### src/rtl/shr_frame_seq.sv
// Frame sequencer for a GPIO shift-register chain: serialises a word MSB
// first on sclk/sdo, closes it with a syn latch strobe, and arbitrates the
// load key, the clear key and an optional auto-refresh timer.
module shr_frame_seq #(
    parameter int WIDTH       = 16,
    parameter int DIV         = 4,
    parameter int AUTO_PERIOD = 0
) (
    input  logic             clk_in,
    input  logic             rst_n,
    input  logic             trig,
    input  logic             dump,
    input  logic             auto_en,
    input  logic [WIDTH-1:0] data_a,
    output logic             sclk,
    output logic             sdo,
    output logic             syn,
    output logic             busy,
    output logic             done,
    output logic             out_en,
    output logic             valid
);

    localparam int DW = (DIV > 1) ? $clog2(DIV) : 1;
    localparam int BW = $clog2(WIDTH + 1);
    localparam int TW = (AUTO_PERIOD > 1) ? $clog2(AUTO_PERIOD) : 1;

    typedef enum logic [1:0] {IDLE, SHIFT_LO, SHIFT_HI, LATCH} state_e;

    logic [1:0]       rst_sync_q;
    logic             rst_int_n;
    logic [2:0]       trig_q, dump_q;
    logic             trig_rise, dump_rise;
    logic [TW-1:0]    timer_q, timer_d;
    logic             tick;
    logic             pend_load_q, pend_load_d, pend_clr_q, pend_clr_d;
    logic             take_load, take_clr;
    state_e           state_q, state_d;
    logic [DW-1:0]    div_q, div_d;
    logic [BW-1:0]    bit_q, bit_d;
    logic [WIDTH-1:0] shreg_q, shreg_d;
    logic             kind_q, kind_d;   // 1 = data frame, 0 = clear frame
    logic             div_last, shifting_d;
    logic             done_d, valid_d;

    // Reset asserts asynchronously, releases two clocks later in clk_in domain
    always_ff @(posedge clk_in or negedge rst_n) begin
        if (!rst_n) rst_sync_q <= '0;
        else        rst_sync_q <= {rst_sync_q[0], 1'b1};
    end
    assign rst_int_n = rst_sync_q[1];

    // Two-flop synchronisers plus one history flop for edge detection on the keys
    always_ff @(posedge clk_in or negedge rst_int_n) begin
        if (!rst_int_n) begin
            trig_q <= '0;
            dump_q <= '0;
        end else begin
            trig_q <= {trig_q[1:0], trig};
            dump_q <= {dump_q[1:0], dump};
        end
    end
    assign trig_rise = trig_q[1] & ~trig_q[2];
    assign dump_rise = dump_q[1] & ~dump_q[2];

    // Auto-refresh timer: free-runs while enabled, held at zero otherwise
    always_comb begin
        timer_d = '0;
        tick    = 1'b0;
        if (AUTO_PERIOD > 0 && auto_en) begin
            if (timer_q == TW'(AUTO_PERIOD - 1)) tick = 1'b1;
            else                                 timer_d = timer_q + 1'b1;
        end
    end

    // Next-state logic: clear beats load in IDLE; LATCH exit publishes done/valid
    always_comb begin
        state_d   = state_q;
        div_d     = div_q;
        bit_d     = bit_q;
        shreg_d   = shreg_q;
        kind_d    = kind_q;
        take_load = 1'b0;
        take_clr  = 1'b0;
        done_d    = 1'b0;
        valid_d   = valid;
        div_last  = (div_q == DW'(DIV - 1));
        case (state_q)
            IDLE: begin
                if (pend_clr_q || pend_load_q) begin
                    take_clr  = pend_clr_q;
                    take_load = !pend_clr_q;
                    shreg_d   = pend_clr_q ? '0 : data_a;
                    kind_d    = !pend_clr_q;
                    div_d     = '0;
                    bit_d     = BW'(WIDTH);
                    state_d   = SHIFT_LO;
                end
            end
            SHIFT_LO: begin
                div_d = div_q + 1'b1;
                if (div_last) begin
                    div_d   = '0;
                    state_d = SHIFT_HI;
                end
            end
            SHIFT_HI: begin
                div_d = div_q + 1'b1;
                if (div_last) begin
                    div_d   = '0;
                    shreg_d = shreg_q << 1;
                    bit_d   = bit_q - 1'b1;
                    state_d = (bit_q == BW'(1)) ? LATCH : SHIFT_LO;
                end
            end
            default: begin // LATCH
                div_d = div_q + 1'b1;
                if (div_last) begin
                    div_d   = '0;
                    state_d = IDLE;
                    done_d  = 1'b1;
                    valid_d = kind_q;
                end
            end
        endcase
        shifting_d  = (state_d == SHIFT_LO) || (state_d == SHIFT_HI);
        // One-deep request flags: a request landing on the accept cycle still counts
        pend_load_d = (pend_load_q & ~take_load) | trig_rise | tick;
        pend_clr_d  = (pend_clr_q & ~take_clr) | dump_rise;
    end

    // State, datapath and registered outputs (decoded from next state)
    always_ff @(posedge clk_in or negedge rst_int_n) begin
        if (!rst_int_n) begin
            state_q     <= IDLE;
            div_q       <= '0;
            bit_q       <= '0;
            shreg_q     <= '0;
            kind_q      <= 1'b0;
            timer_q     <= '0;
            pend_load_q <= 1'b0;
            pend_clr_q  <= 1'b0;
            sclk        <= 1'b0;
            sdo         <= 1'b0;
            syn         <= 1'b0;
            busy        <= 1'b0;
            done        <= 1'b0;
            out_en      <= 1'b0;
            valid       <= 1'b0;
        end else begin
            state_q     <= state_d;
            div_q       <= div_d;
            bit_q       <= bit_d;
            shreg_q     <= shreg_d;
            kind_q      <= kind_d;
            timer_q     <= timer_d;
            pend_load_q <= pend_load_d;
            pend_clr_q  <= pend_clr_d;
            sclk        <= (state_d == SHIFT_HI);
            sdo         <= shifting_d & shreg_d[WIDTH-1];
            syn         <= (state_d == LATCH);
            busy        <= (state_d != IDLE);
            done        <= done_d;
            out_en      <= shifting_d;
            valid       <= valid_d;
        end
    end

endmodule

### config.mk
export PLATFORM = sky130hd
export DESIGN_NAME = shr_frame_seq
export DESIGN_NICKNAME = d
export VERILOG_FILES = /design/src/rtl/shr_frame_seq.sv
export SDC_FILE = /design/constraint.sdc
export NUM_CORES = 1
export LEC_CHECK = 0
export BUFFER_PORTS_ARGS = -buffer_cell sky130_fd_sc_hd__buf_2
export CAP_MARGIN = 30
export CORE_MARGIN = 2
export CORE_UTILIZATION = 50
export DETAILED_ROUTE_END_ITERATION = 10
export PLACE_DENSITY = 0.8
export SYNTH_ARGS = -nofsm -noshare
export SYNTH_HDL_FRONTEND = slang
export SYNTH_SLANG_ARGS = --single-unit
### constraint.sdc
create_clock -name clk_in -period 1.46 [get_ports clk_in]
set_clock_uncertainty 0.1 [all_clocks]
set_input_delay 0.073 -clock clk_in [delete_from_list [all_inputs] [get_ports clk_in]]
set_output_delay 0.073 -clock clk_in [all_outputs]
set_load 0.005 [all_outputs]
; Word level (Yosys, flattened, before mapping)
; Index checks and enable logic that the tools add are counted.
[totals]
reg_bits = 43
inputBits = 21
output_inout_bits = 7
[op_classes]
addsub = 2
eq_ne = 9
n_mux = 22
bitwise = 12
n_reduce_logical = 10
[ops]
columns = operator, n
row1 = 16-bit two-way mux, 3
row2 = 16-bit case mux with 2 select lines, 1
row3 = 2-bit two-way mux, 8
row4 = 5-bit two-way mux, 2
row5 = 5-bit case mux with 2 select lines, 1
row6 = "2-bit == test, second input constant", 4
row7 = 1-bit two-way mux, 6
row8 = 2-bit case mux with 3 select lines, 1
row9 = 1-bit bitwise AND, 5
row10 = "5-bit by 1-bit == test with 1-bit output, second input constant", 1
row11 = 1-bit NOT, 5
row12 = "5-bit by 1-bit subtractor with 5-bit output, second input constant", 1
row13 = "2-bit by 1-bit == test with 1-bit output, second input constant", 2
row14 = "2-bit inequality test, second input constant", 2
row15 = 2-bit AND reduction, 2
row16 = 2-bit nonzero test, 2
row17 = 3-bit AND reduction, 1
row18 = 3-bit OR reduction, 1
row19 = "2-bit by 1-bit adder with 2-bit output, second input constant", 1
row20 = 2-bit logical NOT, 1
row21 = 1-bit logical OR, 2
row22 = 1-bit bitwise OR, 2
row23 = 1-bit logical NOT, 1

; Logic depth before layout (Yosys ltp)
; Gate-level depths: netlist (run 1).
[logic_depth]
depth_word = 7
depth_mapped = 8
ltp_nobuf = 6

; Worst setup path after synthesis (run 1)
; Ideal clock, no wire load.
[synth_timing]
kind = register -> register
startpoint = register div_q[0]
endpoint = register sdo
setup_time_ps = 77
t_arrival_ps = 1742
required_time_ps = 1283
setup_slack_ps = -459
stages_incl_launch_ff = 9
period_less_slack_ps = 1919
path_cell_list = dfrtp_1 ha_1 buf_2 nor2b_1 or3_1 buf_6 a21boi_0 ha_1 a21oi_1
[synth_via]
elab_chain_cells = 6
elab_cells_between_ends = 11
[synth_rtl]
columns = element, line_no
row1 = "start, declared", 39  ; logic [DW-1:0] div_q, div_d;
row2 = "start signal, assigned", 152  ; div_q <= div_d;
row3 = 2-bit == test (*), 87  ; div_last = (div_q == DW'(DIV - 1));
row4 = "2-bit two-way mux, on equally long branches", "118, 102, 109"
row5 = 2-bit case mux with 3 select lines, 88  ; case (state_q)
row6 = 2-bit by 1-bit == test with 1-bit output or 2-bit == test (tied branches), 126  ; shifting_d = (state_d == SHIFT_LO) || (state_d == SHIFT_HI);
row7 = 1-bit logical OR, 126
row8 = 1-bit bitwise AND (*), 160  ; sdo <= shifting_d & shreg_d[WIDTH-1];
row9 = "end signal, assigned", 160
row10 = "end, declared", 16  ; output logic sdo,
; Mark *: on every way between the ends. The rest lies on a longest branch, timed or not. The select of a mux whose other input is x is not followed.
; A chain may end at the register's enable or synchronous reset.

; Worst setup path after layout (run 1)
[layout_timing]
startpoint = register state_q[0]
endpoint = register sdo
[layout_via]
elab_chain_cells = 5
elab_cells_between_ends = 13
[layout_rtl]
columns = element, line_no
row1 = "start, declared", 38  ; state_e state_q, state_d;
row2 = "start signal, assigned", 151  ; state_q <= state_d;
row3 = 2-bit == test (tied with other cells), 88
row4 = 2-bit case mux with 3 select lines, 88
row5 = 2-bit by 1-bit == test with 1-bit output or 2-bit == test (tied branches), 126
row6 = 1-bit logical OR, 126
row7 = 1-bit bitwise AND (*), 160
; Mark *: on every way between the ends. The rest lies on a longest branch, timed or not.

==> results of run 1 <==
[synthesized netlist by cell type, drive strengths merged (3+ instances only)]
cell	count	area share (%)
dfrtp	43	59
buf	8	3.4
ha	6	4.1
nor3	3	1.1
nand2	4	0.82
o31ai	3	1.2
nor2	3	0.62
a21o	15	6.2
a21oi	4	1.1
inv	8	1.6
o21ai	5	1.4
mux2	3	1.9
a22o	15	7.2
[power by group]
part | switching [W] | total, W | internal [W]
Clock | 0.000342 | 0.000514 | 0.000171
Sequential | 0.000325 | 0.00195 | 0.00163
Combinational | 0.00127 | 0.00273 | 0.00146
[final cells by class]
class                   instances  area [um2]  area share, %
repair buffers                 79       630.6          24.11
flip-flops and latches         43        1077          41.20
well taps                      46       57.56          2.201
clock buffers                   6       41.29          1.579
multi-input cells              84       778.2          29.76
inverters                       8       30.03          1.148
[metal layers]
layer	part of all wire, %	global-route usage, %
met1	41	32.55
met2	51	42.71
met3	5.2	5.458
met4	2.4	14.10
met5	0	0
[state kept, by name, summed over array words and instances (netlist names)]
signal / cells
done: 1
trig_q: 3
dump_q: 3
out_en: 1
syn: 1
pend_load_q: 1
pend_clr_q: 1
rst_sync_q: 2
div_q: 2
kind_q: 1
sclk: 1
bit_q: 5
sdo: 1
valid: 1
state_q: 2
shreg_q: 16
busy: 1
[stage by stage]
step	setup WS (ns)	instances	setup TNS, ns	power (W)
2_1_floorplan	-0.3779	144	-4.841	0.003075
3_3_place_gp	-0.2556	231	-3.445	0.003652
3_5_place_dp	-0.3481	231	-5.077	0.003791
4_1_cts	-0.2189	262	-3.631	0.004839
5_1_grt	-0.2875	266	-5.508	0.005481
6_report	-0.2563	266	-4.401	0.005192
[path summary, 6_finish.rpt]
check                              startpoint       endpoint
worst max-delay path               state_q[0]            sdo
worst min-delay path            rst_sync_q[1]           sclk
worst max register to register     state_q[0]            sdo
worst min register to register  rst_sync_q[1]           sclk
max in group asynchronous       rst_sync_q[1]     state_q[0]
min in group clk_in             rst_sync_q[0]  rst_sync_q[1]
[repair_timing]
action / CTS / global route
hold buffers: 20 / 0
gates resized for setup: 25 / 8
endpoints found under the setup margin: 27 / 31
endpoints found under the hold margin: 21 / 0
setup buffers: 5 / 4
gates cloned: 0 / 0
pin swaps: 7 / 4
[worst max-delay path, delay by kind of cell (launching register included)]
| kind | cells | cell delay, ns |
|---|---|---|
| simple gates | 1 | 0.41 |
| buf+inv | 1 | 0.14 |
| compound gates | 2 | 0.20 |
| fa+ha+maj | 1 | 0.28 |
| flops | 1 | 0.47 |
[kinds of logic after synthesis]
group | synth area share [%]
other | 0.2056
flip-flops | 58.98
AO/OA/AOI/OAI | 19.27
XOR/XNOR | 0.4802
adder cells (fa/ha/maj) | 4.115
multiplexers | 2.949
buffers and inverters | 5.281
AND/OR/NAND/NOR | 8.711
==> metrics.cfg, run 1 <==
[worst_setup_path]
r2r_setup_slack_ns=-0.26
slowest_stage=dfrtp_2
critPathArrivalTime_ns=1.85
max_stage_delay_ns=0.47
crit_type=reg2reg
cp_cell_sequence=buf_6, or3_4, a21boi_4, ha_4, a21oi_2
endpoint_kind=flop
critPathLaunchType=flop
worst_ep_required_time_ns=1.60
cp_max_fo=3
ff2ff_path_depth=5

[power]
powerDensity_mw_per_mm2=1985
ir_drop_mv=1.251
p_leak_nw=1.341

[final_layout]
final_area_mm2=0.002615
diodes=0
fillerInstances=186
syn2layout_area_growth_pct=43.35
drive_gt1_share_pct=42.27
mostFrequentLayoutCells=dfrtp_1 (42), buf_2 (26), buf_4 (26)
layout.nets=248
finish.utilization_pct=76.56
final_common_cell=dfrtp_1

[yosys]
async_reset_ff_share_pct=100.0
synthesis.instances=144
ys_ff_latch=43
ys.flop_type=dfrtp_1
ys_seq_area_share_pct=58.98
synth_edf_count=0
netlist_area_mm2=0.001824
syn-num-nets=171
syn_area_per_cell_um2=12.67
yosysWarnings=0
synth.distinct_cells=35

[clock_network]
cts.clk_slew.worst_paths_ns=0.11
cts_tree=done
clkSinkCount=43
clock-root-buffer=clkbuf_4
cts_buffer_depth=2
clk_latency_ns=0.35
htreeDepth=2
cts_buffers=5

[routing]
vias=1510
final_antenna_net_count=0
viasPerCell=5.677
drc=0
first_pass_iters=4
drt-initial-drc-count=85
avgRoutedWirePerCell_um=18.27
drt_wl_total_mm=4.860

[grt]
track_usage_pct=26.15
grt_pass1_wl_mm=7.866
antenna_found_initial=0
grt-ovfl-total=0
grt_max_degree=42
grt_pass1_vias=1586

[outcome]
status=finished with violations
violations=negative setup slack

[placement]
post-dp-hpwl_mm=2.380
port_buffers=26
place_congestion=0.8777
placed_cell_area_mm2=0.002162

[timing]
max_freq_mhz=582.7
period_share_pct=117.6
hold_viol=0
setup_violations=28
whs_ns=0.2084
fin_crit_ns=1.716
final.setup.worst_slack_ns=-0.2563
rsz0062_at_grt=true
slew_viol_final=0

[die]
ios=28
die_w_um=64.40
rows=21
core_area_mm2=0.003416
start_util_pct=53.41
dieArea_mm2=0.004147
die_y_um=64.40

[hold_path]
holdCritPathClass=reg2async

[run]
cap_violations=0

Note: power is estimated with default switching activity, not from simulation.
==> run 2, diff against run 1 <==
Settings changed: ABC_AREA set to 1, GPL_TIMING_DRIVEN set to 0.
==> run 2 against run 1 <==
Against the previous run:
- the run still ends with negative setup slack left
- first-iteration DRC count grew 11%
- routed wire length down 24%
- synthesized cell count is 31% higher
- sequential share of layout area is 2.5 points higher
- core utilization is 3.6 points lower
- count of clock-buffer cells in the layout up 1
- setup slack improved by 0.24 ns
- total power down 14%
- die area fell by 1.5%
- register-to-register slack gained 0.24 ns
- cell count rose by 14%
- maximum frequency is 16% higher
- critical path type unchanged
==> metrics.cfg, run 2 <==
[worst_setup_path]
max_stage_delay_ns=0.42
critPathArrivalTime_ns=1.63
cp_max_fo=3
worst_ep_required_time_ns=1.61
slowest_stage=dfrtp_1
cp_cell_sequence=ha_1, nand4_1, nand3_1, nand2_2, inv_2, ha_4, inv_1
critPathLaunchType=flop
endpoint_kind=flop
crit_type=reg2reg

[final_layout]
syn2layout_area_growth_pct=37.77
diodes=0
final_area_mm2=0.002474
fillerInstances=214
instances_no_fill=303
mostFrequentLayoutCells=nand2_1 (56), dfrtp_1 (39), buf_2 (26)
multi_input_area_um2=695.7
seq_area_mm2=0.001081
final_common_cell=nand2_1
drive_gt1_share_pct=33.46
largestRegisters=shreg_q x16, bit_q x5
largest_register_ffs=16
layout.nets=284
finish.utilization_pct=72.98
regMostFlops=shreg_q

[yosys]
syn-num-nets=215
ys_ff_latch=43
synth_common_cells=nand2_1 (60), dfrtp_1 (43), nand3_1 (22), inv_1 (17), nor2_1 (12)
synthTopCellsByArea=dfrtp_1 (60%), nand2_1 (13%), nand3_1 (6.1%), ha_1 (4.2%), inv_1 (3.6%)
synthesis.instances=188
syn_area_per_cell_um2=9.550
ys.flop_type=dfrtp_1
ys_seq_area_share_pct=59.93
netlist_area_mm2=0.001795
synth_top_area_share_pct=59.93
synth.distinct_cells=22
post-synth-top-count-cell=nand2_1
synth_top_area_cell=dfrtp_1
synth_edf_count=0
yosysWarnings=0
async_reset_ff_share_pct=100.0

[power]
p_leak_nw=1.247
ir_drop_mv=1.077
powerDensity_mw_per_mm2=1814

[clock_network]
cts_buffer_depth=2
cts.clk_slew.worst_paths_ns=0.12
clock-root-buffer=clkbuf_4
htreeDepth=2
cts_buffers=5
clkSinkCount=43
cts_tree=done
clk_latency_ns=0.35

[die]
ios=28
die_y_um=63.93
rows=21
core_area_mm2=0.003390
start_util_pct=52.97
die_w_um=63.93
dieArea_mm2=0.004086

[timing]
slew_viol_final=0
setup_violations=2
fin_crit_ns=1.479
hold_viol=0
rsz0062_at_grt=true
whs_ns=0.2588
final.setup.worst_slack_ns=-0.01940
tightestPinTransition_ns=0.8575
slew_headroom_pct=42.83
period_share_pct=101.3
max_freq_mhz=676.0

[routing]
drt_wl_total_mm=3.700
drt-initial-drc-count=94
first_pass_iters=4
vias=1509
avgRoutedWirePerCell_um=12.21
final_antenna_net_count=0
viasPerCell=4.980
drc=0

[grt]
grt_max_degree=42
grt_pass1_vias=1484
track_usage_pct=21.04
grt-ovfl-total=0
grt_pass1_wl_mm=6.451
antenna_found_initial=0

[outcome]
status=finished with violations
violations=negative setup slack

[placement]
placed_cell_area_mm2=0.002001
place_congestion=0.7456
port_buffers=26
post-dp-hpwl_mm=2.122
place_inst=260

[run]
cap_violations=0

[hold_path]
holdCritPathClass=in2reg

==> run 2: critical path, delay by kind of cell (launching register included) <==
kind | cells | cell delay [ns]
simple gates | 3 | 0.30
buf+inv | 2 | 0.09
fa+ha+maj | 2 | 0.48
flops | 1 | 0.42
==> run 2: worst paths after layout <==
kind                                     from         end  slack [ns]  cells past startpoint
worst max-delay path                 bit_q[0]      out_en       -0.02                      7
worst min-delay path                     dump   dump_q[0]        0.26                      2
worst max register to register       bit_q[0]      out_en       -0.02                      7
worst min register to register      dump_q[0]   dump_q[1]        0.26                      0
max in group asynchronous       rst_sync_q[1]  state_q[0]        0.38                      0
min in group asynchronous       rst_sync_q[1]  shreg_q[2]        0.29                      0
==> run 2: kinds of logic (layout without fill, tap and decap cells) <==
family                   after synthesis  count (layout)  synth area share [%]
flip-flops                            43              43                 59.93
AO/OA/AOI/OAI                         10              10                 3.136
other                                  1               1                0.2089
AND/OR/NAND/NOR                      105             105                 26.34
adder cells (fa/ha/maj)                6               6                 4.181
buffers and inverters                 23              92                 6.202
==> run 2: timing repair <==
item	4_1_cts	5_1_grt
hold endpoints to repair	21	0
pin swaps	6	8
gates resized for setup	16	10
buffers inserted	10	5
hold buffers	20	0
setup endpoints to repair	16	20
gates cloned	0	1
==> run 2: metal layers <==
layer / wire (um) / track usage, % / vias to the layer above
met1: 1552 / 25.27 / 734
met5: 0 / 0 / -
met4: 84 / 10.60 / 0
met2: 1867 / 32.94 / 37
met3: 196 / 8.099 / 10
li1: - / - / 728
==> run 2: area by class of cell <==
class                   count  share of cell area [%]
flip-flops and latches     43                   43.70
multi-input cells         122                   28.12
repair buffers             62                   19.42
inverters                  20                   3.237
well taps                  46                   2.327
clock buffers               7                   1.821
plain buffers               3                   1.366
==> run 2: stage by stage <==
step,TNS [ns],power [W],worst slack [ns]
final,-0.03194,0.004486,-0.01940
after global routing,-0.4069,0.004895,-0.07673
after CTS,0,0.004163,0.002688
after detailed placement,-0.4127,0.003259,-0.1460
after global placement,-15.15,0.003183,-0.3636
after floorplan,0,0.002884,0.01487
==> run 2: power by group <==
part / switching [W] / internal, W
Combinational: 0.00109 / 0.000995
Sequential: 0.000294 / 0.00158
Clock: 0.000353 / 0.000182
==> run 3, diff against run 2 <==
Settings changed: CELL_PAD_IN_SITES_DETAIL_PLACEMENT set to 0, CELL_PAD_IN_SITES_GLOBAL_PLACEMENT set to 1, CORE_ASPECT_RATIO set to 1.25, CORE_UTILIZATION 50 to 38.
==> run 3 against run 2 <==
Against the previous run:
- the run still ends with negative setup slack left
- sequential share of layout area decreased by 1.6 points
- cell area increased by 3.7%
- core utilization decreased by 16 points
- total power increased by 9.3%
- setup slack improved by 0.017 ns
- count of clock-buffer cells in the layout decreased by 1
==> metrics.cfg, run 3 (synthesis gave the netlist of run 2 again) <==
[routing]
drc=0
first_pass_iters=4
vias=1405
viasPerCell=4.432
avgRoutedWirePerCell_um=11.35
drt_wl_total_mm=3.597
final_antenna_net_count=0
drt-initial-drc-count=31

[hold_path]
min_path_cells=5
hp-start=data_a[15]
hold_end=shreg_q[15]
holdCritPathClass=in2reg

[final_layout]
finish.utilization_pct=57.09
largest_register_ffs=16
mostFrequentLayoutCells=nand2_1 (58), dfrtp_1 (39), buf_2 (26)
largestRegisters=shreg_q x16, bit_q x5
layout.nets=285
drive_gt1_share_pct=33.98
syn2layout_area_growth_pct=42.86
final_common_cell=nand2_1
diodes=0
regMostFlops=shreg_q

[clock_network]
clock-root-buffer=clkbuf_8
clk_latency_ns=0.30
cts_buffers=5
cts.clk_slew.worst_paths_ns=0.09
clkSinkCount=43
cts_buffer_depth=2
cts_tree=done
htreeDepth=2

[die]
rows=27
core_area_mm2=0.004493
start_util_pct=39.96
die_w_um=65.48
dieArea_mm2=0.005294
ios=28
die_y_um=80.85

[grt]
track_usage_pct=14.93
grt_pass1_vias=1348
antenna_found_initial=0
grt_max_degree=42
grt-ovfl-total=0
grt_pass1_wl_mm=5.968

[power]
total_power_w=0.004902
p_leak_nw=1.285
ir_drop_mv=0.8545
powerDensity_mw_per_mm2=1911

[worst_setup_path]
cp_cell_sequence=ha_4, inv_4, nand2_1, nand3_2, nand2_4, inv_4, ha_4, inv_1
slowest_stage=dfrtp_1
critPathLaunchType=flop
worst_ep_required_time_ns=1.56
crit_family=adder cells
critPathBufInv=3
max_stage_delay_ns=0.40
r2r-end=out_en
cp_max_fo=5
ff2ff_path_depth=8
critPathArrivalTime_ns=1.56
endpoint_kind=flop
r2r_setup_slack_ns=-0.002
crit_type=reg2reg
timing.rr.start=div_q[1]

[timing]
fin_crit_ns=1.462
setup_violations=2
whs_ns=0.01062
rsz0062_at_grt=true
period_share_pct=100.2
final.setup.worst_slack_ns=-0.002460
tightestPinTransition_ns=0.8639
max_freq_mhz=683.8
slew_headroom_pct=42.40
slew_viol_final=0
hold_viol=0

[outcome]
violations=negative setup slack
status=finished with violations

[placement]
port_buffers=26
place_congestion=0.6790
post-dp-hpwl_mm=2.127

[run]
cap_violations=0

-- run 3: changes by cell type in the layout (fill, tap and decap cells not counted), moves of 2 or more --
cell / before / now
clkbuf_8: 0 / 6
clkbuf_4: 5 / 0
buf_4: 15 / 18
nand2_2: 7 / 4
clkbuf_1: 2 / 0
inv_2: 8 / 6
nand2_1: 56 / 58
-- run 3: worst max-delay path by stage --
stage | from | endpoint | slack (ns) | depth (start not counted)
finish | div_q[1] | out_en | -0.002 | 8
global route | div_q[1] | sdo | -0.06 | 8
CTS | div_q[0] | sdo | -0.004 | 8
detailed placement | state_q[0] | sdo | -0.13 | 6
global placement | rst_sync_q[1] | bit_q[2] | -0.39 | 0
floorplan | div_q[0] | sdo | 0.01 | 8
-- run 3: cell type report --
cell class | count | area (um2)
clock buffers | 6 | 82.58
well taps | 58 | 72.57
clock inverters | 2 | 38.79
fillers | 398 | 1928
plain buffers | 3 | 33.78
multi-input cells | 122 | 700.7
inverters | 20 | 82.58
flip-flops and latches | 43 | 1081
repair buffers | 63 | 473.0
-- run 3: metrics by stage --
step | instances | worst slack, ns | TNS (ns) | instance area [um2]
finish | 317 | -0.002460 | -0.004592 | 2565
global route | 317 | -0.05878 | -0.3484 | 2565
CTS | 309 | -0.003716 | -0.003716 | 2450
detailed placement | 272 | -0.1287 | -0.6539 | 2016
global placement | 272 | -0.3856 | -16.26 | 2014
floorplan | 188 | 0.01487 | 0 | 1812
-- run 3: metal layers --
metal | vias up | GRT usage [%] | wire [um]
met5 | - | 0 | 0
met4 | 0 | 6.250 | 60
met3 | 5 | 3.878 | 120
met2 | 23 | 25.82 | 1847
met1 | 652 | 17.55 | 1569
li1 | 725 | - | -
-- run 3: power breakdown --
part | switching (W) | internal, W | leakage [nW]
Clock | 0.000427 | 0.000563 | 0.0618
Combinational | 0.00107 | 0.000985 | 0.687
Sequential | 0.000284 | 0.00158 | 0.537
Total | 0.00178 | 0.00313 | 1.29
-- run 3: worst min-delay path, stage by stage --
cell     delay [ns]
buf_2          0.08
nand3_1        0.06
nand2_1        0.06
nor2_1         0.05
inv_1          0.05
-- run 3: timing repair --
item	4_1_cts	5_1_grt
gates resized for setup	12	15
pin swaps	7	5
gates cloned	0	1
endpoints found under the setup margin	17	19
hold endpoints to repair	19	0
buffers inserted	10	7
hold buffers	19	0
